===== src/rtl/layer_priority_mixer_if.sv =====
// rtl/layer_priority_mixer_if.sv - CPU register bus for the layer priority mixer
interface layer_priority_mixer_if;
  logic       cs;
  logic       cpu_rw;
  logic [4:0] cpu_addr;
  logic [1:0] cpu_ds_n;
  logic [7:0] cpu_din;
  logic [7:0] cpu_dout;

  modport master (output cs, output cpu_rw, output cpu_addr, output cpu_ds_n,
                  output cpu_din, input cpu_dout);
  modport slave  (input cs, input cpu_rw, input cpu_addr, input cpu_ds_n,
                  input cpu_din, output cpu_dout);
endinterface


===== src/rtl/layer_priority_mixer.sv =====
// rtl/layer_priority_mixer.sv - N-layer priority resolver with shadowed tables and nibble blend
module layer_priority_mixer #(
  parameter int NUM_LAYERS = 4,
  parameter int COLOR_W    = 12
) (
  input  logic                                clk,
  input  logic                                reset_n,
  input  logic                                ce_pixel,
  layer_priority_mixer_if.slave               bus,
  input  logic                                vblank,
  input  logic [NUM_LAYERS*(COLOR_W+2)-1:0]   layer_in,
  output logic [COLOR_W-1:0]                  color_out,
  output logic [3:0]                          out_layer
);

  localparam int SLICE_W = COLOR_W + 2;
  localparam int HI_W = (COLOR_W > 16) ? 8 : COLOR_W - 8;
  localparam logic [7:0] BG_HI_MASK = 8'((16'd1 << HI_W) - 16'd1);

  logic [7:0]  ctrl;
  logic [15:0] sh_tab  [NUM_LAYERS];
  logic [15:0] act_tab [NUM_LAYERS];
  logic [7:0]  sh_bg_lo, sh_bg_hi, act_bg_lo, act_bg_hi;
  logic        vb_q;

  logic        wr_en, copy, tab_hit;
  logic [4:0]  addr;
  logic [3:0]  tab_idx;
  logic [7:0]  rd_data;

  assign addr    = bus.cpu_addr;
  assign wr_en   = bus.cs & ~bus.cpu_rw & ~bus.cpu_ds_n[0];
  assign copy    = ctrl[0] & vblank & ~vb_q;
  assign tab_hit = (addr >= 5'd2) && (addr < 5'(2 + 2 * NUM_LAYERS));
  assign tab_idx = 4'((addr - 5'd2) >> 1);

  always_comb begin
    rd_data = 8'h00;
    if (addr == 5'h00)      rd_data = ctrl;
    else if (tab_hit)       rd_data = addr[0] ? sh_tab[tab_idx][15:8] : sh_tab[tab_idx][7:0];
    else if (addr == 5'h12) rd_data = sh_bg_lo;
    else if (addr == 5'h13) rd_data = sh_bg_hi;
  end

  // The vblank copy reads the shadow before this cycle's write lands in it.
  always_ff @(posedge clk or negedge reset_n) begin
    if (!reset_n) begin
      ctrl         <= 8'h00;
      vb_q         <= 1'b0;
      sh_bg_lo     <= 8'h00;
      sh_bg_hi     <= 8'h00;
      act_bg_lo    <= 8'h00;
      act_bg_hi    <= 8'h00;
      bus.cpu_dout <= 8'h00;
      for (int k = 0; k < NUM_LAYERS; k++) begin
        sh_tab[k]  <= 16'h0000;
        act_tab[k] <= 16'h0000;
      end
    end else begin
      vb_q <= vblank;
      if (copy) begin
        act_bg_lo <= sh_bg_lo;
        act_bg_hi <= sh_bg_hi;
        for (int k = 0; k < NUM_LAYERS; k++) act_tab[k] <= sh_tab[k];
      end
      if (wr_en) begin
        if (addr == 5'h00) ctrl <= bus.cpu_din;
        if (tab_hit) begin
          if (addr[0]) sh_tab[tab_idx][15:8] <= bus.cpu_din;
          else         sh_tab[tab_idx][7:0]  <= bus.cpu_din;
          if (!ctrl[0]) begin
            if (addr[0]) act_tab[tab_idx][15:8] <= bus.cpu_din;
            else         act_tab[tab_idx][7:0]  <= bus.cpu_din;
          end
        end
        if (addr == 5'h12) begin
          sh_bg_lo <= bus.cpu_din;
          if (!ctrl[0]) act_bg_lo <= bus.cpu_din;
        end
        if (addr == 5'h13) begin
          sh_bg_hi <= bus.cpu_din & BG_HI_MASK;
          if (!ctrl[0]) act_bg_hi <= bus.cpu_din & BG_HI_MASK;
        end
      end
      if (bus.cs && bus.cpu_rw) bus.cpu_dout <= rd_data;
    end
  end

  logic [3:0]         prio_eff [NUM_LAYERS];
  logic [3:0]         s1_prio  [NUM_LAYERS];
  logic [COLOR_W-1:0] s1_col   [NUM_LAYERS];
  logic [COLOR_W-1:0] s1_bg, s2_bg, s2_wcol, s2_rcol;
  logic               s1_blend, s2_blend, v1, v2;
  logic [3:0]         w_idx, r_idx, w_prio, r_prio;
  logic [3:0]         s2_widx, s2_wprio, s2_rprio;

  always_comb begin
    for (int k = 0; k < NUM_LAYERS; k++) begin
      logic [SLICE_W-1:0] sl;
      logic [15:0]        tab;
      sl  = layer_in[k*SLICE_W +: SLICE_W];
      tab = act_tab[k];
      prio_eff[k] = (sl[3:0] == 4'h0) ? 4'h0 : tab[4*sl[SLICE_W-1:SLICE_W-2] +: 4];
    end
  end

  // Strict compare keeps the lowest index on ties, for both winner and runner-up.
  always_comb begin
    w_idx  = 4'd0;
    w_prio = 4'd0;
    for (int k = 0; k < NUM_LAYERS; k++)
      if (s1_prio[k] > w_prio) begin
        w_idx  = 4'(k);
        w_prio = s1_prio[k];
      end
    r_idx  = (w_idx == 4'd0) ? 4'd1 : 4'd0;
    r_prio = 4'd0;
    for (int k = 0; k < NUM_LAYERS; k++)
      if (4'(k) != w_idx && s1_prio[k] > r_prio) begin
        r_idx  = 4'(k);
        r_prio = s1_prio[k];
      end
  end

  always_ff @(posedge clk or negedge reset_n) begin
    if (!reset_n) begin
      v1 <= 1'b0; v2 <= 1'b0;
      s1_bg <= '0; s1_blend <= 1'b0;
      s2_bg <= '0; s2_blend <= 1'b0; s2_wcol <= '0; s2_rcol <= '0;
      s2_widx <= 4'd0; s2_wprio <= 4'd0; s2_rprio <= 4'd0;
      color_out <= '0; out_layer <= 4'd0;
      for (int k = 0; k < NUM_LAYERS; k++) begin
        s1_prio[k] <= 4'd0;
        s1_col[k]  <= '0;
      end
    end else if (ce_pixel) begin
      v1 <= 1'b1;
      v2 <= v1;
      for (int k = 0; k < NUM_LAYERS; k++) begin
        s1_prio[k] <= prio_eff[k];
        s1_col[k]  <= layer_in[k*SLICE_W +: COLOR_W];
      end
      s1_bg    <= COLOR_W'({act_bg_hi, act_bg_lo});
      s1_blend <= ctrl[1];
      s2_bg    <= s1_bg;
      s2_blend <= s1_blend;
      s2_widx  <= w_idx;
      s2_wprio <= w_prio;
      s2_rprio <= r_prio;
      s2_wcol  <= s1_col[w_idx];
      s2_rcol  <= s1_col[r_idx];
      // Outputs keep reset values until the pipeline holds real data.
      if (v2) begin
        if (s2_wprio == 4'd0) begin
          color_out <= s2_bg;
          out_layer <= 4'(NUM_LAYERS);
        end else if (s2_blend && s2_rprio != 4'd0 && s2_wprio == s2_rprio + 4'd1) begin
          color_out <= {s2_wcol[COLOR_W-1:4], s2_rcol[3:0]};
          out_layer <= s2_widx;
        end else begin
          color_out <= s2_wcol;
          out_layer <= s2_widx;
        end
      end
    end
  end

endmodule


===== src/flat_wrapper.sv =====
// flat-port wrapper written by rule: the top's interface ports become plain ports
module layer_priority_mixer_flat 
#(
  parameter int NUM_LAYERS = 4,
  parameter int COLOR_W    = 12
)
  (clk, reset_n, ce_pixel, vblank, layer_in, color_out, out_layer, bus_cs, bus_cpu_rw, bus_cpu_addr, bus_cpu_ds_n, bus_cpu_din, bus_cpu_dout);
  layer_priority_mixer_if bus_i ();
  input  logic clk;
  input  logic reset_n;
  input  logic ce_pixel;
  input  logic vblank;
  input  logic [NUM_LAYERS*(COLOR_W+2)-1:0] layer_in;
  output logic [COLOR_W-1:0] color_out;
  output logic [3:0] out_layer;
  input wire logic [$bits(bus_i.cs)-1:0] bus_cs;
  input wire logic [$bits(bus_i.cpu_rw)-1:0] bus_cpu_rw;
  input wire logic [$bits(bus_i.cpu_addr)-1:0] bus_cpu_addr;
  input wire logic [$bits(bus_i.cpu_ds_n)-1:0] bus_cpu_ds_n;
  input wire logic [$bits(bus_i.cpu_din)-1:0] bus_cpu_din;
  output wire logic [$bits(bus_i.cpu_dout)-1:0] bus_cpu_dout;
  assign bus_i.cs = bus_cs;
  assign bus_i.cpu_rw = bus_cpu_rw;
  assign bus_i.cpu_addr = bus_cpu_addr;
  assign bus_i.cpu_ds_n = bus_cpu_ds_n;
  assign bus_i.cpu_din = bus_cpu_din;
  assign bus_cpu_dout = bus_i.cpu_dout;
  layer_priority_mixer #(.NUM_LAYERS(NUM_LAYERS), .COLOR_W(COLOR_W)) u_core (.clk(clk), .reset_n(reset_n), .ce_pixel(ce_pixel), .bus(bus_i), .vblank(vblank), .layer_in(layer_in), .color_out(color_out), .out_layer(out_layer));
endmodule

===== config.mk =====
export PLATFORM = sky130hd
export DESIGN_NAME = layer_priority_mixer_flat
export DESIGN_NICKNAME = d
export VERILOG_FILES = /design/src/rtl/layer_priority_mixer_if.sv /design/src/rtl/layer_priority_mixer.sv /design/src/flat_wrapper.sv
export SDC_FILE = /design/constraint.sdc
export NUM_CORES = 1
export LEC_CHECK = 0
export ABC_AREA = 1
export CORE_MARGIN = 1
export CORE_UTILIZATION = 53
export CTS_BUF_LIST = sky130_fd_sc_hd__clkbuf_16
export DETAILED_ROUTE_END_ITERATION = 7
export PLACE_DENSITY = 0.79
export SLEW_MARGIN = 30
export SYNTH_ARGS = -nofsm -noshare
export SYNTH_HDL_FRONTEND = slang
export SYNTH_SLANG_ARGS = --single-unit
export TNS_END_PERCENT = 30

===== constraint.sdc =====
create_clock -name clk -period 9.2 [get_ports clk]
set_clock_uncertainty 0.05 [all_clocks]
set_input_delay 1.84 -clock clk [delete_from_list [all_inputs] [get_ports clk]]
set_output_delay 1.84 -clock clk [all_outputs]
set_load 0.02 [all_outputs]

==> flow_summary.yaml, run 1 <==
status:
  status: "completed"
timing:
  relSlewSlack_pct: 35.9
  fin_ws_ns: 1.03
  slew_viol_final: 0
  finalHoldViolCount: 0
  setup_viol: 0
  tns_ns: 0
  grt_setup_unrepaired: "false"
  max_freq_ghz: 0.122
  hold_slack_ns: 0.413
  worstMarginPinSlew_ns: 0.962
  timing.final.crit_share_pct: 88.9
  min_period_ns: 8.17
setup_path:
  r2r_start: "u_core.s1_prio[9]"
  arrival_ns: 8.57
  start_kind: "register"
  cp_slowest_cell: "dfrtp_1"
  crit_path_frequent_cell: "nand2_1"
  critPathRequiredTime_ns: 9.60
  cp_max_fo: 18
  path_class: "register to register"
  worstSetupEndpoint: "u_core.s2_rcol[0]"
  slowest_delay_ns: 0.46
  ff2ff_setup_slack_ns: 1.03
  reg2reg_depth: 63
  rr_endpoint: "u_core.s2_rcol[0]"
  cp-end-kind: "register"
  startpoint: "u_core.s1_prio[9]"
placed_design:
  place_area_um2: 16400
  port_buffers: 98
  dp_slack_ns: 0.947
  place.gp.congestion: 0.904
  dp_hpwl_um: 27200
synthesis:
  yosys_warnings: 0
  ys_seq_area_share_pct: 49.7
  ys_seq_elements: 302
  synth_edf_count: 0
  syn_area_per_cell_um2: 8.02
  synthCells: 1897
  async_flop_share_pct: 100
  ys.flop_type: "dfrtp_1"
  synthDistinctLibCells: 43
  syn_nets: 2003
  syn_area_um2: 15200
clock_network:
  cts_hold_buf: 0
  clockBufferDepth: 3
  insertion_delay_ns: 0.57
  cts_tree: "done"
  numCtsBuffers: 31
  clk_pin_slew_ns: 0.06
  post_cts_buffers: 0
  cts_sinks: 302
  post_cts_resize_count: 0
  cts_root_buf: "clkbuf_16"
  htreeDepth: 1
detailed_routing:
  post-route-drc-count: 0
  drt-initial-drc-count: 1272
  avgViaCountPerCell: 5.59
  detail-route-antenna-nets: 0
  vias: 13100
  wl_per_cell_um: 17.0
  drtPass1Iterations: 6
  routed_wl_um: 39900
power:
  ir_drop_uv: 155
  powerDensity_nw_per_um2: 284
  p_sw_mw: 1.88
  swShare_pct: 37.8
  p_int_mw: 3.09
  comb_power_share_pct: 36.7
  seq_power_share_pct: 36.7
  p_leak_nw: 8.58
  pwr-share-clk_pct: 26.6
global_routing:
  first_global_vias: 12500
  grtUsageTotal_pct: 27.6
  grt_pass1_wl_um: 63900
  grt_max_degree: 99
  antenna_found_initial: 0
  grt-ovfl-total: 0
floorplanning:
  io_pins: 101
  core_area_um2: 28000
  die_area_um2: 29400
  rows: 61
  die-width_um: 171
  initial_core_util_pct: 54.3
  dieHeight_um: 171
layout:
  final_nets: 2047
  drive_gt1_share_pct: 6.82
  diodes: 0
  final_cell_mix: "nand2_1, o21ai_0, dfrtp_1"
  fin_area_um2: 17500
  area.growth.synth_to_final_pct: 14.8
  layout_commonest_cell: "nand2_1"
  n_fill_cell: 2323
job:
  drv_cap: 0
min_path:
  worstHoldPathType: "register to register"
==> worst max-delay path: cells and delay by family, from the launching register on <==
family / cells / cell delay (ns)
buf+inv: 10 / 0.72
flops: 1 / 0.46
fa+ha+maj: 6 / 1.71
simple gates: 36 / 3.50
compound gates: 11 / 1.59
==> cells by family (layout without fill, tap and decap cells) <==
family,Yosys count,count (layout),synth area share (%)
other,1,1,0.0246
buffers and inverters,355,422,9.05
AOI/OAI and AO/OA,513,513,19.7
muxes,3,3,0.197
and+or+nand+nor,691,691,18.8
DFF,302,302,49.7
adders and majority gates,29,29,2.38
xor gates and xnor gates,3,3,0.173
==> power groups by stage <==
stage               clock [mW]  combinational [mW]  sequential (mW)
floorplan                    0                1.33             1.80
global placement             0                1.73             1.82
CTS                       1.34                1.81             1.81
detailed placement           0                1.80             1.83
finish                    1.32                1.82             1.82
global route              1.39                2.06             1.84
==> routing by layer <==
metal / global-route usage [%] / vias to the layer above / wire length (um)
met4: 9.82 / 0 / 1280
met3: 4.46 / 79 / 3040
met2: 44.3 / 500 / 18200
li1: - / 6265 / -
met1: 37.8 / 6245 / 17300
met5: 0 / - / 0
==> state kept, by name (all words and copies together) (netlist names), 3 cells and up <==
signal,flops
u_core.s1_col,48
u_core.s2_rcol,4
u_core.s2_wprio,4
u_core.sh_bg_lo,8
u_core.color_out,12
u_core.sh_tab,64
u_core.bus.cpu_dout,8
u_core.act_tab,64
u_core.s2_wcol,12
u_core.s1_bg,12
u_core.s2_bg,12
u_core.s2_rprio,4
u_core.ctrl,8
u_core.out_layer,3
u_core.act_bg_lo,8
u_core.act_bg_hi,4
u_core.s1_prio,16
u_core.sh_bg_hi,4
==> synthesized netlist by cell type (all sizes together), types with 18 or more instances <==
master | instances | area, um2
nand2 | 529 | 2080
o21ai | 318 | 1600
dfrtp | 302 | 7560
inv | 253 | 950
o211ai | 87 | 698
clkbuf | 83 | 312
nor2 | 82 | 353
nand3 | 74 | 393
a21oi | 61 | 332
ha | 29 | 363
buf | 18 | 113
o22ai | 18 | 113
==> through the flow <==
| step | std cells | utilization, % | power [mW] |
|---|---|---|---|
| 2_1_floorplan | 1897 | - | 3.13 |
| 3_3_place_gp | 2286 | 58.4 | 3.55 |
| 3_5_place_dp | 2286 | 58.5 | 3.63 |
| 4_1_cts | 2342 | 62.3 | 4.96 |
| 5_1_grt | 2342 | 62.4 | 5.30 |
| 6_report | 2342 | 62.4 | 4.96 |
==> area by class of cell <==
type | count | area (um2) | share of cell area [%]
clock buffers | 31 | 776 | 4.44
well taps | 378 | 473 | 2.71
multi-input cells | 1240 | 6330 | 36.2
clock inverters | 25 | 290 | 1.66
flip-flops and latches | 302 | 7560 | 43.3
inverters | 254 | 953 | 5.46
repair buffers | 112 | 1090 | 6.24
==> how the worst min path moves through the flow <==
| stage | end | cells past startpoint | slack [ns] | startpoint |
|---|---|---|---|---|
| floorplan | u_core.v1 | 2 | 0.37 | u_core.v1 |
| global placement | u_core.v1 | 2 | 0.38 | u_core.v1 |
| detailed placement | u_core.v1 | 2 | 0.40 | u_core.v1 |
| CTS | u_core.v1 | 2 | 0.42 | u_core.v1 |
| global route | u_core.v1 | 2 | 0.43 | u_core.v1 |
| finish | u_core.v1 | 2 | 0.41 | u_core.v1 |
Note: power is estimated with default switching activity, not from simulation.
==> run 2: changes to the inputs <==
- ABC_CLOCK_PERIOD_IN_PS: not set -> 9200
==> results of run 2 <==
The final DEF is identical to that of run 1; final timing and power are the same.
